--- config.mk ---
export PLATFORM = sky130hd
export DESIGN_NAME = if_fetch_stage
export DESIGN_NICKNAME = d
export VERILOG_FILES = /design/src/rtl/if_fetch_stage.sv
export SDC_FILE = /design/constraint.sdc
export NUM_CORES = 1
export LEC_CHECK = 0
export CAP_MARGIN = 20
export CORE_UTILIZATION = 46
export DETAILED_ROUTE_END_ITERATION = 6
export GPL_TIMING_DRIVEN = 0
export PLACE_DENSITY = 0.86
export SYNTH_ARGS = -nofsm -noshare
export SYNTH_HDL_FRONTEND = slang
export SYNTH_SLANG_ARGS = --single-unit
export TNS_END_PERCENT = 50
--- constraint.sdc ---
create_clock -name Clk -period 5.2 [get_ports Clk]
set_input_delay 1.04 -clock Clk [delete_from_list [all_inputs] [get_ports Clk]]
set_output_delay 1.04 -clock Clk [all_outputs]
set_load 0.02 [all_outputs]
--- src/rtl/if_fetch_stage.sv ---
// Instruction-fetch stage: drives IMEM from the PC, absorbs the one-cycle IMEM read
// latency and presents an aligned {instruction, PC, PC+4, valid} bundle to decode.
module if_fetch_stage #(
   parameter int                        REG_DATA_WIDTH  = 32,
   parameter int                        IMEM_ADDR_WIDTH = 10,
   parameter logic [REG_DATA_WIDTH-1:0] NOP_INSTR       = 32'h0000_0013
) (
   input  logic                       Clk,
   input  logic                       Reset,
   input  logic [REG_DATA_WIDTH-1:0]  IF_PC,
   input  logic                       IF_Stall,
   input  logic                       IF_Flush,
   output logic [IMEM_ADDR_WIDTH-1:0] IMEM_Addr,
   input  logic [REG_DATA_WIDTH-1:0]  IMEM_Data,
   output logic [REG_DATA_WIDTH-1:0]  ID_Instruction,
   output logic [REG_DATA_WIDTH-1:0]  ID_PC,
   output logic [REG_DATA_WIDTH-1:0]  ID_PC_Plus4,
   output logic                       ID_Valid,
   output logic                       ID_Misaligned,
   output logic [REG_DATA_WIDTH-1:0]  ID_FetchCount
);

   typedef enum logic [1:0] {
      FILL   = 2'd0,
      RUN    = 2'd1,
      HOLD   = 2'd2,
      BUBBLE = 2'd3
   } state_e;

   state_e                    state_q, state_d;
   logic [REG_DATA_WIDTH-1:0] pc_q, pc_d;
   logic [REG_DATA_WIDTH-1:0] hold_q, hold_d;
   logic [REG_DATA_WIDTH-1:0] cnt_q, cnt_d;

   function automatic logic [REG_DATA_WIDTH-1:0] pc_plus4(input logic [REG_DATA_WIDTH-1:0] pc);
      return pc + REG_DATA_WIDTH'(4);
   endfunction

   function automatic logic is_misaligned(input logic [REG_DATA_WIDTH-1:0] pc);
      return pc[1:0] != 2'b00;
   endfunction

   // Word address straight from the PC; the byte-offset bits only feed ID_Misaligned.
   assign IMEM_Addr = IF_PC[IMEM_ADDR_WIDTH+1:2];

   always_ff @(posedge Clk) begin
      if (Reset) begin
         state_q <= FILL;
         pc_q    <= '0;
         hold_q  <= NOP_INSTR;
         cnt_q   <= '0;
      end else begin
         state_q <= state_d;
         pc_q    <= pc_d;
         hold_q  <= hold_d;
         cnt_q   <= cnt_d;
      end
   end

   always_comb begin
      state_d = state_q;
      pc_d    = pc_q;
      hold_d  = hold_q;
      cnt_d   = cnt_q;
      if (IF_Flush) begin
         state_d = BUBBLE;
         pc_d    = IF_PC;
      end else if (IF_Stall) begin
         // Only RUN has a live IMEM word that must be frozen; other states already hold.
         if (state_q == RUN) begin
            hold_d  = IMEM_Data;
            state_d = HOLD;
         end
      end else begin
         state_d = RUN;
         pc_d    = IF_PC;
         if ((state_q == RUN) || (state_q == HOLD)) begin
            cnt_d = cnt_q + REG_DATA_WIDTH'(1);
         end
      end
   end

   always_comb begin
      ID_Instruction = NOP_INSTR;
      ID_Valid       = 1'b0;
      case (state_q)
         RUN: begin
            ID_Instruction = IMEM_Data;
            ID_Valid       = 1'b1;
         end
         HOLD: begin
            ID_Instruction = hold_q;
            ID_Valid       = 1'b1;
         end
         default: begin
            ID_Instruction = NOP_INSTR;
            ID_Valid       = 1'b0;
         end
      endcase
   end

   assign ID_PC         = pc_q;
   assign ID_PC_Plus4   = pc_plus4(pc_q);
   assign ID_Misaligned = is_misaligned(pc_q);
   assign ID_FetchCount = cnt_q;

endmodule

==> results of run 1 <==
## metrics by stage
stage | setup WS [ns] | power (mW)
after floorplan | 2.28 | 0.989
final | 1.22 | 1.72
after global routing | 1.06 | 1.79
after global placement | 1.73 | 1.18
after CTS | 1.24 | 1.73
after detailed placement | 1.65 | 1.19
## cells in the mapped netlist (2+ instances only)
cell,number
xor2_1,13
inv_1,8
nor4_1,4
buf_4,12
nand2_1,151
o21ai_0,7
nand3b_1,3
ha_1,4
and3_1,9
dfxtp_1,98
buf_1,2
or3_1,6
and2_1,7
nand3_1,20
clkbuf_1,42
xnor2_1,23
nor2_1,44
and4_1,9
o31ai_1,14
o41ai_1,3
nand4b_1,2
a22oi_1,29
or4_1,14
a221o_1,3
a21oi_1,87
nand3_2,2
nand4_1,16
## path summary, 6_finish.rpt
path | startpoint | slack [ns] | endpoint
worst min register to register | hold_q[14] | 0.46 | hold_q[14]
worst min-delay path | hold_q[14] | 0.46 | hold_q[14]
worst max register to register | state_q[0] | 2.61 | ID_FetchCount[29]
worst max-delay path | ID_PC[11] | 1.22 | ID_PC_Plus4[31]
## layout make-up
class / count / area (µm²)
flip-flops and latches: 98 / 1960
repair buffers: 206 / 2060
well taps: 136 / 170
fillers: 835 / 2950
clock inverters: 6 / 87.6
plain buffers: 58 / 272
multi-input cells: 482 / 2660
inverters: 8 / 30.0
clock buffers: 10 / 138
## layout by cell type (no fill, tap or decap), drive strengths merged, types with 8 or more instances in the layout
| master | n |
|---|---|
| o31ai | 14 |
| and4 | 9 |
| clkdlybuf4s50 | 206 |
| nand4 | 16 |
| clkbuf | 52 |
| dfxtp | 98 |
| xor2 | 13 |
| or4 | 14 |
| nand2 | 151 |
| a22oi | 29 |
| xnor2 | 23 |
| inv | 9 |
| nand3 | 22 |
| and3 | 10 |
| and2 | 8 |
| nor2 | 44 |
| a21oi | 87 |
| buf | 16 |
## logic make-up (layout without fill, tap and decap cells)
kind of cell	Yosys count	after routing	synth area share
simple gates	299	299	0.293
compound gates	143	143	0.173
flops	98	98	0.399
buf+inv	66	288	0.0613
xor+xnor	36	36	0.0641
fa+ha+maj	4	4	0.0102
## metal layers
| layer | track usage | vias to the layer above |
|---|---|---|
| li1 | - | 2681 |
| met1 | 0.334 | 2647 |
| met2 | 0.508 | 261 |
| met3 | 0.0458 | 31 |
| met4 | 0.110 | 0 |
| met5 | 0 | - |
## state kept, by name, indices dropped and copies added, names as in the netlist
name	flops
ID_FetchCount	32
state_q	2
ID_PC	32
hold_q	32
## worst register-to-register path: cells and delay by family (launching register included)
kind | cells | cell delay [ns]
buf+inv | 4 | 0.77
simple gates | 2 | 0.59
compound gates | 2 | 0.46
flops | 1 | 0.37
fa+ha+maj | 1 | 0.29
## report_power, final
part / switching (mW) / internal (mW) / leakage (nW)
clock network: 0.268 / 0.285 / 0.117
registers: 0.0306 / 0.774 / 0.799
logic: 0.187 / 0.178 / 1.64
==> results.cfg, run 1 <==
[place]
gp_congestion = 0.940
portBuffers = 206
dp.cells = 988
dpl_cell_area_mm2 = 0.00715
hpwl_um = 12200

[clocking]
cts_inserted_buffers = 9
cts_tree = done
hold_buffers = 0
cts_sinks = 98
clock_path_buffers = 2
clock_latency_ns = 0.36
post_cts_resized = 0
h-tree-depth = 3
cts_setup_buffers = 0
clkSlewWorstSetupHoldPaths_ns = 0.10
root_buffer = clkbuf_8

[detailed_routing]
drt_iter0_drc = 334
vias = 5620
drc = 0
avgViaCountPerCell = 5.60
wl_met1_um = 6350
met2_length_um = 8140
dr.pass1.iters = 5
ant_nets = 0
dr.max_layer_used = met4
wl_per_cell_um = 15.9
drt_wl_total_um = 16000
wl_met3_um = 1110

[worst_hold_path]
hold_path_depth = 2
hp-class = flip-flop to flip-flop

[floorplan]
fp-row-count = 37
core_area_mm2 = 0.0103
start_util = 0.477
die_h_um = 105
die-area_mm2 = 0.0111
dieWidth_um = 105
io_pins = 208

[critical_path]
crit_path_frequent_cell = nand4_1
path_class = flip-flop to output port
worstPathCellList = nand4_1 -> nor4_1 -> clkbuf_1 -> nand4_1 -> xnor2_1 -> clkdlybuf4s50_1
crit_path_end_kind = output port
path_max_fanout = 10
cp_slowest_stage_delay_ns = 0.62
worst-path-buf-inv = 2
reg2reg_depth = 9
startpoint_type = flip-flop
critPathTopFamily = buffers and inverters
critical_path_arrival_ns = 2.94
cp.depth = 6
required_ns = 4.16
cpMaxStageDelayCell = clkdlybuf4s50_1

[run_status]
status = complete, no violations

[timing]
final_hold_viol_count = 0
setup_viol = 0
grt_setup_unrepaired = false
finalCritPeriodShare = 0.765
drv_slew = 0
max_freq_ghz = 0.251
worst_slew_pin_slew_ns = 0.581
skew_ns = 0.0127
tns_ns = 0
hold_ws_ns = 0.460
slew_headroom = 0.613
fin_crit_ns = 3.98

[power_and_ir_drop]
p_leak_nw = 2.56
vdd_drop_max_mv = 0.127
power_density_mw_per_mm2 = 234

[finish]
postLayoutCoreUtil = 0.715
n_antenna_cell = 0
drive_gt1_frac = 0.0438
fin_area_mm2 = 0.00738
final_cells = 1004
area_delta_synth_final_pct = 49.9
fin_nets = 935

[synthesis]
seq_area_frac_synth = 0.399
synth_cells = 646
synth_area_leaders = dfxtp_1 40%, nand2_1 12%, a21oi_1 8.9%
synth_top_area_cell = dfxtp_1
ys.flop_type = dfxtp_1
syn_nets = 718
synthesis.area_mm2 = 0.00492
synthDistinctLibCells = 41
synth_edf_count = 0
avgSynthCellArea_um2 = 7.62
yosys_warnings = 0
synth_top_area_frac = 0.399
synth-seq-cells = 98
async_reset_ff_frac = 0

[flow_run]
cap_violations = 0

[global_routing]
grt_pass1_vias = 5216
grt_pass1_wl_um = 25400
grt_antenna_before_repair = 0
grt_max_degree = 17
grt_overflow = 0
grt.total_usage = 0.282
Note: power is estimated with default switching activity, not from simulation.
==> run 2, diff against run 1 <==
--- a/config.mk
+++ b/config.mk
@@ -6,10 +6,10 @@
 export NUM_CORES = 1
 export LEC_CHECK = 0
 export CAP_MARGIN = 20
-export CORE_UTILIZATION = 46
+export CORE_UTILIZATION = 39
 export DETAILED_ROUTE_END_ITERATION = 6
 export GPL_TIMING_DRIVEN = 0
-export PLACE_DENSITY = 0.86
+export PLACE_DENSITY = 0.77
 export SYNTH_ARGS = -nofsm -noshare
 export SYNTH_HDL_FRONTEND = slang
 export SYNTH_SLANG_ARGS = --single-unit
==> constraint.sdc (replaced) <==
create_clock -name Clk -period 3.5 [get_ports Clk]
set_input_delay 0.7 -clock Clk [delete_from_list [all_inputs] [get_ports Clk]]
set_output_delay 0.7 -clock Clk [all_outputs]
set_load 0.02 [all_outputs]
==> results.cfg, run 2 (synthesis gave the netlist of run 1 again) <==
[detailed_routing]
drt_wl_total_um = 15300
avgViaCountPerCell = 5.11
ant_nets = 0
drt_iter0_drc = 262
vias = 5297
drc = 0
wl_per_cell_um = 14.7
dr.pass1.iters = 5

[timing]
grt_setup_unrepaired = true
max_freq_ghz = 0.294
fin_crit_ns = 3.41
setup_slack_ns = 0.0947
worst_slew_pin_slew_ns = 0.617
setup_viol = 0
final_hold_viol_count = 0
slew_headroom = 0.588
hold_ws_ns = 0.453
finalCritPeriodShare = 0.973
drv_slew = 0
skew_ns = 0.00709
tns_ns = 0

[global_routing]
grt_max_degree = 16
grt_pass1_wl_um = 24700
grt.total_usage = 0.235
grt_overflow = 0
grt_pass1_vias = 4926
grt_antenna_before_repair = 0

[worst_hold_path]
hp-class = flip-flop to flip-flop

[critical_path]
path_class = flip-flop to output port
crit_path_end_kind = output port
critical_path_arrival_ns = 2.71
required_ns = 2.80
startpoint_type = flip-flop
r2r_setup_slack_ns = 1.07
path_max_fanout = 7

[power_and_ir_drop]
power_density_mw_per_mm2 = 356
comb_power_share = 0.202
power_mw = 2.66
p_leak_nw = 2.57
switching_share = 0.279
pwr-share-seq = 0.450
internal_power_mw = 1.92
power.switching_mw = 0.742
vdd_drop_max_mv = 0.195
power_frac_clock = 0.348

[clocking]
clock_path_buffers = 2
clkSlewWorstSetupHoldPaths_ns = 0.07
cts_tree = done
cts_setup_buffers = 0
clock_latency_ns = 0.34
cts_inserted_buffers = 9
root_buffer = clkbuf_16
cts_sinks = 98
h-tree-depth = 3

[floorplan]
fp-row-count = 40
die-area_mm2 = 0.0131
dieWidth_um = 114
die_h_um = 114
start_util = 0.405
core_area_mm2 = 0.0122
io_pins = 208

[finish]
fin_nets = 935
area_delta_synth_final_pct = 51.9
final_common_cell = clkdlybuf4s50_1
fin_area_mm2 = 0.00747
n_antenna_cell = 0
final_cells = 1036
drive_gt1_frac = 0.0449
layout_common_cells = 206 x clkdlybuf4s50_1, 151 x nand2_1, 97 x dfxtp_1, 87 x a21oi_1, 44 x nor2_1
postLayoutCoreUtil = 0.615

[place]
hpwl_um = 11500
place_worst_setup_slack_ns = 0.277
gp_congestion = 0.864
dpl_cell_area_mm2 = 0.00719
dp.cells = 1020
portBuffers = 206

[flow_run]
cap_violations = 0

[run_status]
status = complete, no violations
==> run 2: cell count changes in the layout (fill, tap and decap cells not counted), sizes merged <==
| cell | previous run | this run |
|---|---|---|
| clkinvlp | 0 | 3 |
| bufinv | 2 | 0 |
| clkinv | 3 | 1 |
| buf | 16 | 17 |
| clkbuf | 52 | 53 |
| inv | 9 | 8 |
==> run 2: repair_timing <==
item,in CTS,in global routing
hold buffers,0,0
pin swaps,0,0
gates resized for setup,1,3
endpoints found under the setup margin,1,6
==> run 2: critical path, cell delays in order, from the launching register on <==
cell and delay, ns:
dfxtp_1 0.46, and4_1 0.22, clkbuf_1 0.25, and2_1 0.17, clkbuf_1 0.31, nand4_1 0.17
xnor2_1 0.17, clkdlybuf4s50_1 0.62
==> run 2: worst paths after layout <==
check,start,endpoint,cells past startpoint
setup / recovery,ID_PC[4],ID_PC_Plus4[30],7
hold / removal,hold_q[14],hold_q[14],2
setup reg to reg,state_q[0],ID_FetchCount[29],9
hold reg to reg,hold_q[14],hold_q[14],2
==> run 2: area by class of cell <==
| cell class | instances | area (µm²) |
|---|---|---|
| fillers | 1176 | 4690 |
| clock buffers | 12 | 246 |
| plain buffers | 58 | 273 |
| inverters | 8 | 30.0 |
| repair buffers | 206 | 2060 |
| clock inverters | 4 | 27.5 |
| multi-input cells | 482 | 2660 |
| flip-flops and latches | 98 | 1960 |
| well taps | 168 | 210 |
==> run 2: power groups by stage <==
| stage | Clock (mW) | Sequential, mW | Combinational [mW] |
|---|---|---|---|
| after floorplan | 0 | 1.24 | 0.232 |
| after global placement | 0 | 1.22 | 0.536 |
| after detailed placement | 0 | 1.22 | 0.539 |
| after CTS | 0.938 | 1.20 | 0.541 |
| after global routing | 0.991 | 1.20 | 0.580 |
| final | 0.925 | 1.20 | 0.538 |
==> run 2: layer usage <==
| metal | up-vias | share of wire | track usage |
|---|---|---|---|
| met2 | 177 | 0.47 | 0.396 |
| met4 | 0 | 0.0082 | 0.0641 |
| met1 | 2429 | 0.46 | 0.306 |
| met3 | 11 | 0.063 | 0.0461 |
| li1 | 2680 | - | - |
| met5 | - | 0 | 0 |
